===== src/rtl/raycast_column_writer.sv =====
// Producer side of the double-buffered column-height store.
// Fills the back buffer one column at a time and swaps on frame start.
module raycast_column_writer #(
    parameter int NUM_COLS   = 640,
    parameter int MAX_HEIGHT = 960
) (
    input  logic       i_clk,
    input  logic       i_rst,
    input  logic       i_frame_start,
    input  logic       i_col_valid,
    input  logic [9:0] i_col_height,
    output logic       o_col_ready,
    output logic [9:0] o_col_x,
    output logic       o_wr_en1,
    output logic       o_wr_en2,
    output logic [9:0] o_wr_addr,
    output logic [9:0] o_wr_data,
    output logic       o_buffer_sel,
    output logic       o_frame_done,
    output logic       o_frame_drop
);

    typedef enum logic [1:0] {
        IDLE,
        FILL,
        WAIT_SWAP
    } state_t;

    localparam logic [9:0] LAST_COL = 10'(NUM_COLS - 1);
    localparam logic [9:0] MAX_H    = 10'(MAX_HEIGHT);

    state_t     r_state;
    state_t     w_state_nxt;
    logic [9:0] r_cnt;
    logic [9:0] w_cnt_nxt;
    logic       r_sel;
    logic       w_sel_nxt;
    logic       w_done_nxt;
    logic       w_drop_nxt;
    logic       w_accept;
    logic       w_last;
    logic [9:0] w_clamped;

    assign w_accept  = i_col_valid & o_col_ready;
    assign w_last    = (r_cnt == LAST_COL);
    assign w_clamped = (i_col_height > MAX_H) ? MAX_H : i_col_height;
    assign o_col_x      = r_cnt;
    assign o_buffer_sel = r_sel;

    always_comb begin
        w_state_nxt = r_state;
        w_cnt_nxt   = r_cnt;
        w_sel_nxt   = r_sel;
        w_done_nxt  = 1'b0;
        w_drop_nxt  = 1'b0;
        unique case (r_state)
            IDLE: begin
                if (i_frame_start) begin
                    w_state_nxt = FILL;
                    w_cnt_nxt   = '0;
                end
            end
            FILL: begin
                // A final accept wins over a coincident frame start.
                if (w_accept && w_last) begin
                    w_state_nxt = WAIT_SWAP;
                end else if (i_frame_start) begin
                    w_drop_nxt = 1'b1;
                    w_cnt_nxt  = '0;
                end else if (w_accept) begin
                    w_cnt_nxt = r_cnt + 10'd1;
                end
            end
            WAIT_SWAP: begin
                if (i_frame_start) begin
                    w_state_nxt = FILL;
                    w_cnt_nxt   = '0;
                    w_sel_nxt   = ~r_sel;
                    w_done_nxt  = 1'b1;
                end
            end
            default: begin
                w_state_nxt = IDLE;
                w_cnt_nxt   = '0;
            end
        endcase
    end

    always_ff @(posedge i_clk or posedge i_rst) begin
        if (i_rst) begin
            r_state      <= IDLE;
            r_cnt        <= '0;
            r_sel        <= 1'b0;
            o_col_ready  <= 1'b0;
            o_wr_en1     <= 1'b0;
            o_wr_en2     <= 1'b0;
            o_wr_addr    <= '0;
            o_wr_data    <= '0;
            o_frame_done <= 1'b0;
            o_frame_drop <= 1'b0;
        end else begin
            r_state      <= w_state_nxt;
            r_cnt        <= w_cnt_nxt;
            r_sel        <= w_sel_nxt;
            o_col_ready  <= (w_state_nxt == FILL);
            o_wr_en1     <= w_accept & ~r_sel;
            o_wr_en2     <= w_accept & r_sel;
            o_frame_done <= w_done_nxt;
            o_frame_drop <= w_drop_nxt;
            if (w_accept) begin
                o_wr_addr <= r_cnt;
                o_wr_data <= w_clamped;
            end
        end
    end

endmodule


===== config.mk =====
export PLATFORM = sky130hd
export DESIGN_NAME = raycast_column_writer
export DESIGN_NICKNAME = d
export VERILOG_FILES = /design/src/rtl/raycast_column_writer.sv
export SDC_FILE = /design/constraint.sdc
export NUM_CORES = 1
export LEC_CHECK = 0
export ABC_CLOCK_PERIOD_IN_PS = 1970
export BUFFER_PORTS_ARGS = -buffer_cell sky130_fd_sc_hd__buf_2
export CELL_PAD_IN_SITES_DETAIL_PLACEMENT = 1
export CELL_PAD_IN_SITES_GLOBAL_PLACEMENT = 2
export CORE_MARGIN = 3
export CORE_UTILIZATION = 32
export DETAILED_ROUTE_END_ITERATION = 16
export PLACE_DENSITY = 0.89
export SYNTH_ARGS = -nofsm -noshare
export SYNTH_HDL_FRONTEND = slang
export SYNTH_SLANG_ARGS = --single-unit

===== constraint.sdc =====
create_clock -name i_clk -period 1.97 [get_ports i_clk]
set_input_delay 0.197 -clock i_clk [delete_from_list [all_inputs] [get_ports i_clk]]
set_output_delay 0.197 -clock i_clk [all_outputs]
set_load 0.05 [all_outputs]

Yosys cells after proc, flatten, opt, wreduce, memory -nomap -nowiden. Cells that the tools add are included.

Logic and storage cells: 41. Bits of input ports: 14. Flip-flop bits (word level): 38. Output and inout bits: 36.

$lt $le $gt $ge: 1. Add/sub/neg operators: 1. Equal/unequal tests: 7. Multiplexer cells: 13. Reduce and logical (&&, ||, !) cells: 5. Bitwise logic cells: 4.

Operators by type and width (count): 10-bit 2-to-1 mux (5); 10-bit one-hot mux with 2 select lines (1); 10-bit by 1-bit adder with 10-bit output, second input constant (1); 10-bit == test, second input constant (1); 10-bit > comparator, second input constant (1); 2-bit by 1-bit == test with 1-bit output, second input constant (2); 1-bit 2-to-1 mux (4); 2-bit 2-to-1 mux (2); 2-bit one-hot mux with 2 select lines (1); 1-bit AND (3); 3-bit != test, second input constant (1); 3-bit AND reduction (1); 2-bit == test, second input constant (1); 2-bit logical NOT (1); 2-bit by 1-bit != test with 1-bit output, second input constant (1); 2-bit != test, second input constant (1); 2-bit AND reduction (1); 2-bit OR reduction (1); 1-bit logical AND (1); 1-bit inverter (1).

Depth between registers and ports, before layout.
Depth in word-level cells: 5. Gate-level depth with buffers: 5. Depth with buffers taken out: 5.

Worst setup path after synthesis. OpenSTA, ideal clock, no wires.

Kind: register to register. Start point: reg r_cnt[0], in the netlist o_col_x[0]. End point: reg r_cnt[1], in the netlist o_col_x[1]. Cell stages (with the launch flop): 6. Period minus slack after synthesis: 1.955 ns. Setup slack: 0.015 ns. Buffers on the path: 0. Arrival time: 1.815 ns. Setup time: 0.139 ns. Data required time: 1.831 ns. Path through: dfrtp_1 -> ha_1 -> nand3_2 -> nor4_4 -> a211oi_4 -> mux2i_1.

Cells in the longest elaborated chain, start to end: 5. Elaborated cells between the ends (all ways): 9. Those cells by class: add/sub: 1; eq/ne: 2; mux: 4; reduce/logical: 2.

Ends and longest elaborated chain: start: declaration (RTL line 34) `logic [9:0] r_cnt;`; start signal: assignment (RTL line 103) `r_cnt <= w_cnt_nxt;`; 10-bit by 1-bit adder with 10-bit output (RTL line 71) `w_cnt_nxt = r_cnt + 10'd1;`; 10-bit 2-to-1 mux (RTL line 70) `end else if (w_accept) begin`; 10-bit 2-to-1 mux (RTL line 67) `end else if (i_frame_start) begin`; 10-bit 2-to-1 mux (RTL line 65) `if (w_accept && w_last) begin`; 10-bit one-hot mux with 2 select lines (RTL line 56) `unique case (r_state)`.

Parallel ways exist; a longest one is shown, timed or not. The select of a mux whose other input is x is not followed. A chain may end at the register's enable or synchronous reset.

Worst setup path in the final report.
Start point: reg r_cnt[0], in the netlist o_col_x[0]. End point: reg r_cnt[6], in the netlist o_col_x[6].

Same word-level chain as after synthesis.

==> impl_metrics.ini <==
[sta]
setup_viol = 0
post-route-period-util_pct = 89.4
period_needed_ns = 1.76
max_slew_margin_pct = 66.5
timing.fmax_ghz = 0.568
skew_ns = 0.00702
whs_ns = 0.0112
setup_ws_ns = 0.210
hold_viol = 0
tns_ns = 0
timing.final.max_slew_violations = 0
worstMarginPinSlew_ns = 0.495
rsz0062_at_grt = false

[grt]
grt_pass1_wl_mm = 6.91
grt.overflow.total = 0
met1_usage_pct = 18.5
grt_max_degree = 39
grt_pass1_vias = 1382
antenna_found_initial = 0
grt_busiest_layer = met2
use_met3_pct = 4.41
grt_usage_pct = 14.4
met2_usage_pct = 23.5

[die]
boundaryPins = 50
initial_core_util_pct = 34.1
row_count = 25
core_region_area_um2 = 4850
die_h_um = 77.9
die_x_um = 77.9
dieArea_um2 = 6060

[power_and_ir_drop]
peakVddDrop_uv = 339
p_seq_share_pct = 47.7
p_comb_share_pct = 22.9
swShare_pct = 33.3
powerDensity_nw_per_um2 = 863
power.leakage_nw = 1.08
p_int_mw = 1.23
switchingPower_mw = 0.612
power_frac_clock_pct = 29.4

[yosys]
synth_edf_count = 0
syn-cell-area_um2 = 1650
ys.warnings.count = 0
ys_ff_latch = 38
synth_top_flop_cell = dfrtp_1
yosysSeqAreaShare_pct = 57.5
synthArstFlopShare_pct = 100
synth.area.top_cells = dfrtp_1, mux2_1, a31oi_1, a22o_1, nand2_1
syn_inst = 136
synth_nets = 151
syn_area_per_cell_um2 = 12.2
yosysTopAreaCellShare_pct = 57.5
yosysUniqueCellTypes = 36
yosysTopAreaCell = dfrtp_1

[placed_design]
place_congestion = 0.786
dpl-instance-area_um2 = 2040
dpl_worst_slack_ns = 0.218
dp_hpwl_mm = 3.11
port_buffers = 49

[final_layout]
nets = 214
synthToLayoutAreaGrowth_pct = 29.0
diodes = 0
design_area_um2 = 2130
final_util_pct = 44.0
drive_gt1_share_pct = 36.5

[clocking]
ctsRootBufferMaster = clkbuf_8
clk_pin_slew_ns = 0.07
clock_path_buffers = 2
cts_hold_buf = 0
cts_setup_buffers = 0
cts_num_sinks = 38
cts_tree = done
h-tree-depth = 2
post_cts_resized = 0
numCtsBuffers = 5
clk_latency_ns = 0.28

[worst_setup_path]
cp.arrival_ns = 1.96
endpoint_kind = flip-flop
critical_path_class = reg -> reg
rr_startpoint = o_col_x[0]
worst_setup_path_start_kind = flip-flop
worst_ep_required_time_ns = 2.17
worst-path-max-fanout = 10
crit_start = o_col_x[0]

[routing]
viasPerCell = 5.00
drt_iter0_markers = 49
firstDrtPassIters = 4
wire_per_inst_um = 15.4
vias = 1335
remaining_drc_errors = 0
drt-total-wl_mm = 4.12
final_antenna_net_count = 0

[worst_hold_path]
hp-class = in -> async

[run_status]
status = finished, final reports clean

[flow_run]
cap_viol_max_count = 0
==> area by class of cell <==
| type | instances | area, um2 |
|---|---|---|
| tap | 67 | 83.8 |
| multi-input combinational | 90 | 671 |
| inverter | 6 | 22.5 |
| clock buffer | 7 | 86.3 |
| sequential | 38 | 951 |
| clock inverter | 1 | 5.00 |
| fill | 558 | 2720 |
| timing repair buffer | 58 | 313 |
==> power groups by stage <==
stage	clock (mW)	combinational, mW	sequential [mW]
floorplan	0	0.0903	1.09
global placement	0	0.421	0.887
detailed placement	0	0.427	0.893
CTS	0.571	0.428	0.878
global route	0.600	0.449	0.886
finish	0.540	0.422	0.877
==> Yosys cell counts (all sizes together) (3+ instances only) <==
cell,number
o21ai,5
nand4,3
o211ai,3
nand2,13
nand3,6
mux2,10
inv,6
a22o,6
nor2,4
a31oi,10
and3,5
dfrtp,38
==> registers in the layout, indices dropped and copies added, names as in the netlist <==
| register | cells |
|---|---|
| o_buffer_sel | 1 |
| o_col_ready | 1 |
| o_col_x | 10 |
| o_frame_done | 1 |
| o_frame_drop | 1 |
| o_wr_addr | 10 |
| o_wr_data | 10 |
| o_wr_en1 | 1 |
| o_wr_en2 | 1 |
| r_state | 2 |
==> worst paths after layout <==
kind | end | slack (ns) | cells past startpoint
max in group asynchronous | o_wr_data[7] | 1.62 | 3
hold reg to reg | o_wr_addr[6] | 0.47 | 2
min in group i_clk | o_wr_data[1] | 0.13 | 2
setup / recovery | o_col_x[6] | 0.21 | 6
setup reg to reg | o_col_x[6] | 0.21 | 6
hold / removal | o_wr_data[4] | 0.01 | 3
==> worst max-delay path, cell delays in order, from the launching register on <==
cell and delay (ns):
dfrtp_1 0.45, ha_1 0.25, nand3_2 0.15, nor4_4 0.37, a211oi_4 0.10, buf_4 0.20, o211ai_1 0.16
==> per-layer routing <==
layer | vias up | routed length (um) | part of all wire (%)
met5 | - | 0 | 0
met4 | 0 | 49 | 1.2
met3 | 6 | 223 | 5.4
met2 | 49 | 1970 | 48
met1 | 650 | 1880 | 46
li1 | 630 | - | -
==> logic make-up (layout without fill, tap and decap cells) <==
kind of cell    after synthesis  after routing  share of synthesized area, %
mux                          12             12                          8.02
compound gates               30             30                          14.0
simple gates                 46             46                          17.3
fa+ha+maj                     1              1                         0.757
flops                        38             38                          57.5
xor+xnor                      1              1                         0.530
buf+inv                       8             72                          1.89
==> metrics by stage <==
stage | total power [mW] | std cells
after global routing | 1.94 | 267
after global placement | 1.31 | 259
after CTS | 1.88 | 267
after detailed placement | 1.32 | 259
final | 1.84 | 267
after floorplan | 1.18 | 136
==> cells in the final DEF, fill, tap and decap left out, drive strengths merged, types with 6 or more instances in the layout <==
cell type and count:
buf 58, a22o 6, a31oi 10, dfrtp 38, nand2 13, mux2 10, inv 6, clkbuf 7
nand3 6
No activity file was read; power rests on OpenSTA's default activity.
